<file path="src/rtl/cmdproc_pkg.sv">
// Shared definitions for the multi-channel command processor: opcodes,
// result codes, FSM state encoding, reset defaults and small helpers.
package cmdproc_pkg;

  // Per-channel and global opcodes (i_cmd[7:0])
  localparam logic [7:0] OP_RUN_ON   = 8'd1;
  localparam logic [7:0] OP_RUN_OFF  = 8'd2;
  localparam logic [7:0] OP_OUTMODE  = 8'd3;
  localparam logic [7:0] OP_OUTNEG   = 8'd4;
  localparam logic [7:0] OP_FREQ     = 8'd5;
  localparam logic [7:0] OP_ACQ      = 8'd6;
  localparam logic [7:0] OP_OUTDLY   = 8'd7;
  localparam logic [7:0] OP_WAVEDLY  = 8'd8;
  localparam logic [7:0] OP_TEST     = 8'd9;
  localparam logic [7:0] OP_GAIN     = 8'd10;
  localparam logic [7:0] OP_CLR_OVF  = 8'd11;

  // Full-word special commands
  localparam logic [15:0] CMD_SET_SERVER = 16'hFFFE;
  localparam logic [15:0] CMD_NOP        = 16'hFFFD;

  // Result codes reported on o_finish_code
  localparam logic [15:0] ERR_OK    = 16'd0;
  localparam logic [15:0] ERR_IDENT = 16'd1;
  localparam logic [15:0] ERR_CHAN  = 16'd2;
  localparam logic [15:0] ERR_DIV0  = 16'd3;
  localparam logic [15:0] ERR_OPC   = 16'd4;

  // One-hot FSM encoding
  typedef enum logic [5:0] {
    ST_IDLE  = 6'b000001,
    ST_FETCH = 6'b000010,
    ST_EXEC  = 6'b000100,
    ST_DIV   = 6'b001000,
    ST_HOLD  = 6'b010000,
    ST_DONE  = 6'b100000
  } state_t;

  // Register reset defaults
  localparam logic [19:0] DEF_CYCLE   = 20'd1000000;
  localparam logic [11:0] DEF_PULSE   = 12'd100;
  localparam logic [7:0]  DEF_GAIN    = 8'd100;
  localparam logic [15:0] DEF_RAWSIZE = 16'd32;
  localparam logic [2:0]  DEF_RATE    = 3'd1;

  // Opcodes that honour the channel field
  function automatic logic is_chan_op(input logic [7:0] op);
    return op inside {OP_RUN_ON, OP_RUN_OFF, OP_OUTMODE, OP_OUTNEG, OP_FREQ,
                      OP_OUTDLY, OP_WAVEDLY, OP_GAIN};
  endfunction

  // Opcodes that act on global settings and ignore the channel field
  function automatic logic is_global_op(input logic [7:0] op);
    return op inside {OP_ACQ, OP_TEST, OP_CLR_OVF};
  endfunction

  // Clamp a quotient into the 20-bit period field
  function automatic logic [19:0] sat20(input logic [31:0] q);
    return (q[31:20] != 12'd0) ? 20'hFFFFF : q[19:0];
  endfunction

  // Clamp a quotient into the 12-bit pulse field
  function automatic logic [11:0] sat12(input logic [31:0] q);
    return (q[31:12] != 20'd0) ? 12'hFFF : q[11:0];
  endfunction

endpackage

</file>
<file path="src/rtl/seq_div.sv">
// 32-bit by 16-bit unsigned restoring divider. One quotient bit per clock,
// 32 clocks from i_start to the o_done pulse. Divisor must be non-zero.
module seq_div (
  input  logic        i_clk,
  input  logic        i_rst_n,
  input  logic        i_start,
  input  logic [31:0] i_dividend,
  input  logic [15:0] i_divisor,
  output logic [31:0] o_quotient,
  output logic        o_done
);

  logic [15:0] rem;
  logic [15:0] dsr;
  logic [31:0] quo;
  logic [5:0]  cnt;
  logic        active;
  logic [16:0] trial;
  logic        take;
  logic [15:0] diff_lo;

  // Shift the next dividend bit into the partial remainder and try a subtract.
  // When the subtract succeeds the result is below the divisor, so 16 bits suffice.
  assign trial   = {rem, quo[31]};
  assign take    = (trial >= {1'b0, dsr});
  assign diff_lo = trial[15:0] - dsr;

  assign o_quotient = quo;

  // Iterate one restoring step per clock; quotient bits shift in from the right
  always_ff @(posedge i_clk or negedge i_rst_n) begin
    if (!i_rst_n) begin
      rem    <= '0;
      dsr    <= '0;
      quo    <= '0;
      cnt    <= '0;
      active <= 1'b0;
      o_done <= 1'b0;
    end else begin
      o_done <= 1'b0;
      if (i_start) begin
        rem    <= '0;
        dsr    <= i_divisor;
        quo    <= i_dividend;
        cnt    <= 6'd32;
        active <= 1'b1;
      end else if (active) begin
        rem <= take ? diff_lo : trial[15:0];
        quo <= {quo[30:0], take};
        cnt <= cnt - 6'd1;
        if (cnt == 6'd1) begin
          active <= 1'b0;
          o_done <= 1'b1;
        end
      end
    end
  end

endmodule

</file>
<file path="src/rtl/cmdproc_mc.sv">
// Multi-channel command processor. Host commands arrive with an asynchronous
// strobe, are queued in a small FIFO and executed one at a time. Results drive
// per-channel trigger/gain registers and global acquisition settings.
// Handshake: a falling edge of the synchronised strobe is a single-cycle push;
// there is no back-pressure, so a push into a full queue is dropped and latched
// in o_ovf until opcode 11 clears it. o_finish is a one-cycle completion pulse
// and o_finish_code holds that command's result until the next completion.
module cmdproc_mc
  import cmdproc_pkg::*;
#(
  parameter int          NUM_CH      = 4,
  parameter int unsigned CLK_HZ      = 100000000,
  parameter int          FIFO_DEPTH  = 4,
  parameter logic [31:0] IDENT       = 32'hFEFEEFEF,
  parameter int          SERVER_WAIT = 32
) (
  input  logic                 i_clk,
  input  logic                 i_rst_n,
  input  logic                 i_cmd_come,
  input  logic [15:0]          i_cmd,
  input  logic [31:0]          i_cmd_param,
  output logic [NUM_CH-1:0]    o_run,
  output logic [NUM_CH-1:0]    o_outmode,
  output logic [NUM_CH-1:0]    o_outnegedge,
  output logic [NUM_CH*20-1:0] o_cycle,
  output logic [NUM_CH*12-1:0] o_pulse,
  output logic [NUM_CH*16-1:0] o_outdelay,
  output logic [NUM_CH*16-1:0] o_wavedelay,
  output logic [NUM_CH*8-1:0]  o_gaindata,
  output logic [15:0]          o_waveRawSize,
  output logic [2:0]           o_waveRate,
  output logic                 o_test,
  output logic                 o_busy,
  output logic                 o_finish,
  output logic [15:0]          o_finish_code,
  output logic                 o_ovf
);

  localparam int AW = $clog2(FIFO_DEPTH);

  // ---------------- strobe synchroniser ----------------
  logic come_s1, come_s2, come_d;
  logic cmd_fall;

  // Two-flop synchroniser plus one delay flop for falling-edge detection
  always_ff @(posedge i_clk or negedge i_rst_n) begin
    if (!i_rst_n) begin
      come_s1 <= 1'b1;
      come_s2 <= 1'b1;
      come_d  <= 1'b1;
    end else begin
      come_s1 <= i_cmd_come;
      come_s2 <= come_s1;
      come_d  <= come_s2;
    end
  end

  assign cmd_fall = come_d & ~come_s2;

  // ---------------- command FIFO ----------------
  logic [47:0] fifo_mem [FIFO_DEPTH];
  logic [AW:0] wr_ptr, rd_ptr;
  logic        fifo_empty, fifo_full;
  logic        pop, do_write, ovf_clr;
  logic [47:0] fifo_head;
  state_t      state;

  assign fifo_empty = (wr_ptr == rd_ptr);
  assign fifo_full  = (wr_ptr[AW] != rd_ptr[AW]) && (wr_ptr[AW-1:0] == rd_ptr[AW-1:0]);
  assign pop        = (state == ST_IDLE) && !fifo_empty;
  assign do_write   = cmd_fall && (!fifo_full || pop);
  assign fifo_head  = fifo_mem[rd_ptr[AW-1:0]];

  // Pointer update and sticky overflow; a drop outranks a clear in the same cycle
  always_ff @(posedge i_clk or negedge i_rst_n) begin
    if (!i_rst_n) begin
      wr_ptr <= '0;
      rd_ptr <= '0;
      o_ovf  <= 1'b0;
    end else begin
      if (do_write) wr_ptr <= wr_ptr + 1'b1;
      if (pop)      rd_ptr <= rd_ptr + 1'b1;
      if (cmd_fall && !do_write) o_ovf <= 1'b1;
      else if (ovf_clr)          o_ovf <= 1'b0;
    end
  end

  // Queue storage; contents are don't-care until written
  always_ff @(posedge i_clk) begin
    if (do_write) fifo_mem[wr_ptr[AW-1:0]] <= {i_cmd, i_cmd_param};
  end

  // ---------------- decode of the current command ----------------
  logic [15:0]       cmd_q;
  logic [31:0]       param_q;
  logic [7:0]        opcode;
  logic [3:0]        chan;
  logic [NUM_CH-1:0] ch_mask;
  logic              ch_ok;
  logic [15:0]       exec_code;
  logic              is_server, is_nop, freq_go;

  assign opcode    = cmd_q[7:0];
  assign chan      = cmd_q[11:8];
  assign is_server = (cmd_q == CMD_SET_SERVER);
  assign is_nop    = (cmd_q == CMD_NOP);

  // Channel field to target mask; 4'hF selects every channel
  always_comb begin
    ch_mask = '0;
    for (int c = 0; c < NUM_CH; c++) begin
      if (chan == 4'hF || chan == 4'(c)) ch_mask[c] = 1'b1;
    end
  end

  assign ch_ok = |ch_mask;

  // Result code for the command as decoded, before any division
  always_comb begin
    exec_code = ERR_OK;
    if (is_server || is_nop) begin
      exec_code = ERR_OK;
    end else if (cmd_q[15:12] != 4'h0) begin
      exec_code = ERR_OPC;
    end else if (is_chan_op(opcode)) begin
      if (!ch_ok)                                           exec_code = ERR_CHAN;
      else if (opcode == OP_FREQ && param_q[15:0] == 16'd0) exec_code = ERR_DIV0;
    end else if (!is_global_op(opcode)) begin
      exec_code = ERR_OPC;
    end
  end

  assign freq_go = (exec_code == ERR_OK) && !is_server && !is_nop && (opcode == OP_FREQ);

  // ---------------- shared divider ----------------
  logic        div_start, div_done, div_phase;
  logic [31:0] div_dividend, div_quotient;
  logic [15:0] div_divisor;
  logic [19:0] cyc_res;
  logic [31:0] hold_cnt;

  seq_div u_div (
    .i_clk      (i_clk),
    .i_rst_n    (i_rst_n),
    .i_start    (div_start),
    .i_dividend (div_dividend),
    .i_divisor  (div_divisor),
    .o_quotient (div_quotient),
    .o_done     (div_done)
  );

  assign o_busy = (state != ST_IDLE) || !fifo_empty;

  // Command sequencer; all output registers change only on entry to DONE
  always_ff @(posedge i_clk or negedge i_rst_n) begin
    if (!i_rst_n) begin
      state         <= ST_IDLE;
      cmd_q         <= '0;
      param_q       <= '0;
      div_start     <= 1'b0;
      div_phase     <= 1'b0;
      div_dividend  <= '0;
      div_divisor   <= '0;
      cyc_res       <= '0;
      hold_cnt      <= '0;
      ovf_clr       <= 1'b0;
      o_finish      <= 1'b0;
      o_finish_code <= ERR_OK;
      o_run         <= '0;
      o_outmode     <= '0;
      o_outnegedge  <= '0;
      o_cycle       <= {NUM_CH{DEF_CYCLE}};
      o_pulse       <= {NUM_CH{DEF_PULSE}};
      o_outdelay    <= '0;
      o_wavedelay   <= '0;
      o_gaindata    <= {NUM_CH{DEF_GAIN}};
      o_waveRawSize <= DEF_RAWSIZE;
      o_waveRate    <= DEF_RATE;
      o_test        <= 1'b0;
    end else begin
      o_finish  <= 1'b0;
      div_start <= 1'b0;
      ovf_clr   <= 1'b0;
      case (state)
        ST_IDLE: begin
          if (!fifo_empty) begin
            {cmd_q, param_q} <= fifo_head;
            state            <= ST_FETCH;
          end
        end
        ST_FETCH: state <= ST_EXEC;
        ST_EXEC: begin
          if (is_server) begin
            hold_cnt <= '0;
            state    <= ST_HOLD;
          end else if (freq_go) begin
            div_start    <= 1'b1;
            div_phase    <= 1'b0;
            div_dividend <= 32'(CLK_HZ);
            div_divisor  <= param_q[15:0];
            state        <= ST_DIV;
          end else begin
            state         <= ST_DONE;
            o_finish      <= 1'b1;
            o_finish_code <= exec_code;
            if (exec_code == ERR_OK && !is_nop) begin
              for (int c = 0; c < NUM_CH; c++) begin
                if (ch_mask[c]) begin
                  case (opcode)
                    OP_RUN_ON:  o_run[c]               <= 1'b1;
                    OP_RUN_OFF: o_run[c]               <= 1'b0;
                    OP_OUTMODE: o_outmode[c]           <= param_q[0];
                    OP_OUTNEG:  o_outnegedge[c]        <= param_q[0];
                    OP_OUTDLY:  o_outdelay[c*16 +: 16] <= param_q[15:0];
                    OP_WAVEDLY: o_wavedelay[c*16 +: 16] <= param_q[15:0];
                    OP_GAIN:    o_gaindata[c*8 +: 8]   <= param_q[7:0];
                    default: ;
                  endcase
                end
              end
              case (opcode)
                OP_ACQ: begin
                  o_waveRate    <= param_q[18:16];
                  o_waveRawSize <= param_q[15:0];
                end
                OP_TEST:    o_test  <= param_q[0];
                OP_CLR_OVF: ovf_clr <= 1'b1;
                default: ;
              endcase
            end
          end
        end
        ST_DIV: begin
          if (div_done) begin
            if (!div_phase) begin
              cyc_res <= sat20(div_quotient);
              if (param_q[31:16] != 16'd0) begin
                div_start    <= 1'b1;
                div_phase    <= 1'b1;
                div_dividend <= {16'd0, param_q[31:16]};
                div_divisor  <= 16'd10;
              end else begin
                state         <= ST_DONE;
                o_finish      <= 1'b1;
                o_finish_code <= ERR_OK;
                for (int c = 0; c < NUM_CH; c++) begin
                  if (ch_mask[c]) o_cycle[c*20 +: 20] <= sat20(div_quotient);
                end
              end
            end else begin
              state         <= ST_DONE;
              o_finish      <= 1'b1;
              o_finish_code <= ERR_OK;
              for (int c = 0; c < NUM_CH; c++) begin
                if (ch_mask[c]) begin
                  o_cycle[c*20 +: 20] <= cyc_res;
                  o_pulse[c*12 +: 12] <= sat12(div_quotient);
                end
              end
            end
          end
        end
        ST_HOLD: begin
          hold_cnt <= hold_cnt + 32'd1;
          if (hold_cnt == 32'(SERVER_WAIT - 1)) begin
            state         <= ST_DONE;
            o_finish      <= 1'b1;
            o_finish_code <= (param_q == IDENT) ? ERR_OK : ERR_IDENT;
          end
        end
        ST_DONE: state <= ST_IDLE;
        default: state <= ST_IDLE;
      endcase
    end
  end

endmodule

</file>
<file path="config.mk">
export PLATFORM = sky130hd
export DESIGN_NAME = cmdproc_mc
export DESIGN_NICKNAME = d
export VERILOG_FILES = /design/src/rtl/cmdproc_pkg.sv /design/src/rtl/seq_div.sv /design/src/rtl/cmdproc_mc.sv
export SDC_FILE = /design/constraint.sdc
export NUM_CORES = 1
export LEC_CHECK = 0
export BUFFER_PORTS_ARGS = -buffer_cell sky130_fd_sc_hd__buf_2
export CAP_MARGIN = 30
export CORE_MARGIN = 2
export CORE_UTILIZATION = 55
export DETAILED_ROUTE_END_ITERATION = 10
export GPL_TIMING_DRIVEN = 0
export PLACE_DENSITY = 0.84
export SLEW_MARGIN = 20
export SYNTH_ARGS = -nofsm -noshare
export SYNTH_HDL_FRONTEND = slang
export SYNTH_SLANG_ARGS = --single-unit
</file>
<file path="constraint.sdc">
create_clock -name i_clk -period 9.18 [get_ports i_clk]
set_input_delay 0.918 -clock i_clk [delete_from_list [all_inputs] [get_ports i_clk]]
set_output_delay 0.918 -clock i_clk [all_outputs]
set_load 0.03 [all_outputs]
</file>
==> results.sh, run 1 <==
export IMPL_status="finished, final reports clean"
export IMPL_yosys_warnings=0
export IMPL_root_buffer="clkbuf_16"
export IMPL_grt_pass1_vias=21200
export IMPL_antenna_found_initial=7
export IMPL_clock_sinks=740
export IMPL_power_leakage_nw=17.1
export IMPL_grt_max_degree=108
export IMPL_drt_iter0_drc=1961
export IMPL_fin_crit_sh=0.379
export IMPL_post_cts_repair_setup_buffers=0
export IMPL_start_util=0.557
export IMPL_cp_arrival_ps=3980
export IMPL_synth_area_um2=30700
export IMPL_setup_viol=0
export IMPL_final_max_slew_viol_count=0
export IMPL_startpoint="cmd_q[3]$_DFFE_PN0P_"
export IMPL_synth_edf_count=192
export IMPL_synth_ff_type="dfrtp_1"
export IMPL_drv_cap=0
export IMPL_power_density_nw_per_um2=236
export IMPL_dr_pass1_iters=6
export IMPL_fp_dieH_um=240
export IMPL_critical_path_class="reg2reg"
export IMPL_tns_ps=0
export IMPL_numCtsBuffers=75
export IMPL_critPathMaxFanout=10
export IMPL_hold_viol_final=0
export IMPL_r2r_start="cmd_q[3]$_DFFE_PN0P_"
export IMPL_routed_wl_um=83500
export IMPL_htree_levels=3
export IMPL_area_growth_pct=18.5
export IMPL_irDropWorstVdd_uv=220
export IMPL_end_kind="register"
export IMPL_ios=390
export IMPL_row_count=86
export IMPL_yosysSeqAreaShare=0.637
export IMPL_clock_latency_ps=630
export IMPL_drc=0
export IMPL_cts_tree="done"
export IMPL_reg2regPathDepth=9
export IMPL_die_w_um=240
export IMPL_grt_setup_unrepaired="no"
export IMPL_power_mw=8.58
export IMPL_clk_path_buf_depth=3
export IMPL_drt_vias_per_instance=5.99
export IMPL_ctsHoldBuffers=0
export IMPL_die_area_um2=57700
export IMPL_track_usage=0.289
export IMPL_place_hpwl_um=56100
export IMPL_grt_pass1_wl_um=126000
export IMPL_tightest_slew_ps=989
export IMPL_drt_wirelength_per_cell_um=23.8
export IMPL_async_reset_ff_frac=0.741
export IMPL_post_route_util=0.660
export IMPL_fmax_ghz=0.287
export IMPL_fin_crit_ps=3480
export IMPL_r2r_end="o_outdelay[54]$_DFFE_PN0P_"
export IMPL_hold_class="in2async"
export IMPL_final_antenna_net_count=0
export IMPL_critPathLaunchType="register"
export IMPL_worstPathRequired_ps=9680
export IMPL_netlist_instances=2213
export IMPL_rrSetupSlack_ps=5700
export IMPL_synthDistinctLibCells=72
export IMPL_num_vias=21000
export IMPL_place_ws_ps=5820
export IMPL_relSlewSlack=0.341
export IMPL_endpoint="o_outdelay[54]$_DFFE_PN0P_"
export IMPL_routabilityCongestion=0.927
export IMPL_drive_gt1_frac=0.359
export IMPL_io_buffer_count=376
export IMPL_finalWorstSetupSlack_ps=5700
export IMPL_clock_skew_ps=19.0
export IMPL_clk_pin_slew_ps=60
export IMPL_cts_resized_gates=0
export IMPL_core_region_area_um2=55100
export IMPL_synth_seq_cells=740
export IMPL_syn_avg_cell_area_um2=13.9
export IMPL_nets=2765
export IMPL_grt_overflow_total=0
cell usage in the layout, fill, tap and decap left out, drive strengths merged, types with 7 or more instances in the layout:
cell type  count
dfrtp        490
nor2b         13
a21oi        105
xnor2         16
ha            24
o211ai        11
o21ai        101
a31oi          7
or4            8
nand2        166
mux2         319
xor2          12
inv           60
clkinv        21
nor4          25
a311oi        12
clkbuf       196
a21o           9
mux2i         31
nand3         43
nand4         21
edfxtp       192
and2          12
a211oi        14
conb          13
mux4          48
o31ai          8
and3           8
nor2         153
buf          431
dfstp         58
nor3          62
nand2b         8
worst max-delay path: stages, from the launching register on:
cell,delay [ps]
dfrtp_1,340
clkbuf_1,310
nand2_1,160
nor4_2,570
a32o_2,280
o211ai_4,230
nor3_4,620
nand2_4,280
buf_12,240
mux2_4,300
sequential cells by signal (all words and copies together) (netlist names), 16 cells and up:
register / count
u_div.o_quotient: 32
o_waveRawSize: 16
o_outdelay: 64
cyc_res: 20
fifo_mem: 192
o_pulse: 48
param_q: 32
o_gaindata: 32
u_div.rem: 16
div_dividend: 17
o_cycle: 80
o_wavedelay: 64
div_divisor: 16
hold_cnt: 32
u_div.dsr: 16
cmd_q: 16
per-stage QoR:
| step | hold slack [ps] | cell area [um^2] | instances |
|---|---|---|---|
| 3_5_place_dp | 352 | 33800 | 3356 |
| 3_3_place_gp | 351 | 33600 | 3349 |
| 4_1_cts | 229 | 36300 | 3495 |
| 6_report | 237 | 36400 | 3503 |
| 2_1_floorplan | 345 | 30700 | 2225 |
| 5_1_grt | 259 | 36400 | 3499 |
power by group:
part	total, mW	internal (mW)	leakage (nW)	switching, mW
Combinational	1.55	0.613	6.78	0.941
Clock	3.14	1.83	1.24	1.32
Sequential	3.89	3.64	9.06	0.250
Total	8.58	6.07	17.1	2.51
how the worst min path moves through the flow:
stage,start,endpoint,slack [ps],depth (start not counted)
after floorplan,come_s1$_DFF_PN1_,come_s2$_DFF_PN1_,350,0
after global placement,come_s1$_DFF_PN1_,come_s2$_DFF_PN1_,350,0
after detailed placement,come_s1$_DFF_PN1_,come_s2$_DFF_PN1_,350,0
final,i_rst_n,o_outdelay[39]$_DFFE_PN0P_,240,1
after global routing,i_rst_n,o_outdelay[56]$_DFFE_PN0P_,260,1
after CTS,i_rst_n,o_outdelay[42]$_DFFE_PN0P_,230,1
synth_stat cells (9+ instances only):
master / n / share of area
dfrtp_1: 490 / 0.40
nand3_1: 43 / 0.0070
mux2_2: 229 / 0.084
ha_1: 24 / 0.0098
a21o_1: 9 / 0.0022
and2_1: 12 / 0.0024
mux2i_1: 31 / 0.010
a211oi_1: 14 / 0.0034
xnor2_1: 16 / 0.0046
buf_4: 13 / 0.0032
mux4_2: 48 / 0.035
o21ai_0: 100 / 0.016
nand2_1: 154 / 0.019
buf_1: 19 / 0.0023
nor3_1: 56 / 0.0091
nor4_1: 24 / 0.0049
nor2b_1: 13 / 0.0026
a21oi_1: 105 / 0.017
clkbuf_1: 89 / 0.011
dfstp_2: 58 / 0.050
mux2_4: 90 / 0.044
nand4_1: 21 / 0.0043
edfxtp_1: 192 / 0.19
a311oi_1: 12 / 0.0034
inv_1: 57 / 0.0070
nor2_1: 153 / 0.019
xor2_1: 12 / 0.0034
o211ai_1: 10 / 0.0024
final cells by class:
type | count | area [um^2]
clock inverter | 32 | 349
sequential | 740 | 19600
tap | 748 | 936
fill | 3778 | 18700
timing repair buffer | 387 | 2130
buffer | 133 | 689
multi-input combinational | 1295 | 10300
inverter | 57 | 214
clock buffer | 107 | 2200
antenna | 4 | 10.0
layer usage:
metal / part of all wire / global-route usage / up-vias
met5: 0.00049 / 0 / -
met3: 0.081 / 0.0596 / 254
li1: - / - / 8911
met2: 0.50 / 0.483 / 1125
met1: 0.37 / 0.367 / 10700
met4: 0.046 / 0.131 / 6
logic make-up after synthesis:
| logic type | after synthesis | synth area share |
|---|---|---|
| buffers and inverters | 190 | 0.0294 |
| flip-flops | 740 | 0.637 |
| multiplexers | 398 | 0.173 |
| XOR/XNOR | 28 | 0.00799 |
| AO/OA/AOI/OAI | 288 | 0.0549 |
| AND/OR/NAND/NOR | 543 | 0.0867 |
| other | 1 | 0.000122 |
| adder cells (fa/ha/maj) | 25 | 0.0104 |
Power figures use the tool's default switching activity.
==> run 2: changes to the inputs <==
Settings changed: CORE_UTILIZATION 55 to 52.
Clock period 9.18 ns to 3 ns, I/O delays scaled along.
==> results.sh, run 2 (synthesis results as in run 1) <==
export IMPL_status="finished with violations"
export IMPL_violations="setup timing"
export IMPL_met3WireLength_um=7240
export IMPL_io_buffer_count=376
export IMPL_irDropWorstVdd_uv=598
export IMPL_highest_layer="met4"
export IMPL_power_leakage_nw=17.7
export IMPL_fp_dieH_um=247
export IMPL_drv_cap=0
export IMPL_crit_chain="nor4_1, nand4_1, o21ba_4, o211ai_4, buf_12, buf_6, nor3_4, buf_12, nand2_8, buf_12, buf_12, mux2_4"
export IMPL_area_growth_pct=23.6
export IMPL_fin_crit_sh=1.04
export IMPL_root_buffer="clkbuf_16"
export IMPL_slowest_stage="dfrtp_1"
export IMPL_routed_wl_um=88100
export IMPL_core_region_area_um2=58700
export IMPL_clock_latency_ps=620
export IMPL_numCtsBuffers=75
export IMPL_final_antenna_net_count=0
export IMPL_final_common_cell="dfrtp_1"
export IMPL_stdcell_area_um2=37900
export IMPL_antenna_found_initial=4
export IMPL_final_max_slew_viol_count=0
export IMPL_clk_pin_slew_ps=60
export IMPL_hold_class="in2async"
export IMPL_worstPathRequired_ps=3500
export IMPL_met1Wirelength_um=32500
export IMPL_num_vias=21700
export IMPL_die_w_um=247
export IMPL_critPathMaxFanout=8
export IMPL_power_mw=26.5
export IMPL_row_count=89
export IMPL_relSlewSlack=0.352
export IMPL_max_stage_delay_ps=550
export IMPL_whs_ps=104
export IMPL_fin_crit_ps=3120
export IMPL_track_usage=0.276
export IMPL_start_util=0.523
export IMPL_critical_path_class="reg2reg"
export IMPL_drive_gt1_frac=0.373
export IMPL_cp_arrival_ps=3620
export IMPL_drt_wirelength_per_cell_um=24.2
export IMPL_drt_iter0_drc=2099
export IMPL_post_route_util=0.647
export IMPL_cp_common_cell="buf_12"
export IMPL_final_cell_mix="dfrtp_1, buf_2, mux2_2"
export IMPL_critPathLaunchType="register"
export IMPL_place_hpwl_um=56200
export IMPL_final_cells=3633
export IMPL_placed_cell_area_um2=33800
export IMPL_grt_setup_unrepaired="yes"
export IMPL_routabilityCongestion=0.909
export IMPL_hold_viol_final=0
export IMPL_setup_viol=120
export IMPL_end_kind="register"
export IMPL_clock_skew_ps=26.8
export IMPL_drt_vias_per_instance=5.98
export IMPL_drc=0
export IMPL_fmax_ghz=0.321
export IMPL_dp_cells=3383
export IMPL_grt_max_degree=105
export IMPL_place_ws_ps=-405
export IMPL_grt_overflow_total=0
export IMPL_nets=2871
export IMPL_power_density_nw_per_um2=699
export IMPL_finalWorstSetupSlack_ps=-119
export IMPL_htree_levels=3
export IMPL_clock_sinks=740
export IMPL_die_area_um2=61000
export IMPL_clk_path_buf_depth=3
export IMPL_ios=390
export IMPL_dr_pass1_iters=6
export IMPL_tns_ps=-6110
export IMPL_largest_reg_flops=192
export IMPL_wl_met2_um=43600
export IMPL_tightest_slew_ps=972
export IMPL_grt_pass1_wl_um=128000
export IMPL_cts_tree="done"
export IMPL_grt_pass1_vias=21600
==> run 2: cell count changes in the layout (fill, tap and decap cells not counted), sizes merged <==
| cell | change |
|---|---|
| buf | +49 |
| clkbuf | +11 |
| clkinvlp | -2 |
| bufinv | +3 |
| diode | +1 |
| clkinv | -6 |
| dlygate4sd3 | +50 |
| inv | -1 |
==> run 2: cell type report <==
| type | instances | area, um^2 |
|---|---|---|
| clock inverters | 26 | 337 |
| plain buffers | 132 | 717 |
| well taps | 773 | 967 |
| flip-flops and latches | 740 | 19600 |
| multi-input cells | 1295 | 10600 |
| clock buffers | 111 | 2190 |
| repair buffers | 494 | 3330 |
| inverters | 57 | 214 |
| fillers | 3873 | 20700 |
| diodes | 5 | 12.5 |
==> run 2: what timing repair did <==
item                                    in CTS  in global routing
endpoints found under the hold margin      309                  0
setup buffers                               28                 24
pin swaps                                    6                  6
hold buffers                                50                  0
cloned                                       1                  4
resized for setup                           37                 71
endpoints found under the setup margin     258                384
==> run 2: path summary, 6_finish.rpt <==
path / startpoint / end / slack, ps / depth (start not counted)
worst max-delay path: param_q[0]$_DFFE_PN0P_ / o_outdelay[56]$_DFFE_PN0P_ / -120 / 12
worst min-delay path: i_rst_n / o_outdelay[12]$_DFFE_PN0P_ / 100 / 2
worst max register to register: param_q[0]$_DFFE_PN0P_ / o_outdelay[56]$_DFFE_PN0P_ / -120 / 12
worst min register to register: come_s1$_DFF_PN1_ / come_s2$_DFF_PN1_ / 360 / 0
max in group asynchronous: i_rst_n / o_cycle[34]$_DFFE_PN1P_ / 430 / 7
min in group i_clk: i_cmd_come / come_s1$_DFF_PN1_ / 330 / 2
==> run 2: worst max-delay path: cells and delay by family, from the launching register on <==
| family | cells | cell delay [ps] |
|---|---|---|
| AO/OA/AOI/OAI | 2 | 530 |
| buffers and inverters | 5 | 660 |
| flip-flops | 1 | 550 |
| multiplexers | 1 | 300 |
| AND/OR/NAND/NOR | 4 | 960 |
==> run 2: metal layers <==
metal  global-route usage  vias up
met5                    0        -
met4                0.141        0
met3               0.0512      298
met2                0.451     1302
met1                0.353    11000
li1                     -     9113
==> run 2: power breakdown <==
part / switching [mW] / internal [mW] / leakage (nW)
logic: 2.98 / 1.94 / 7.42
registers: 0.805 / 11.1 / 9.06
clock network: 3.93 / 5.76 / 1.25
total: 7.71 / 18.8 / 17.7
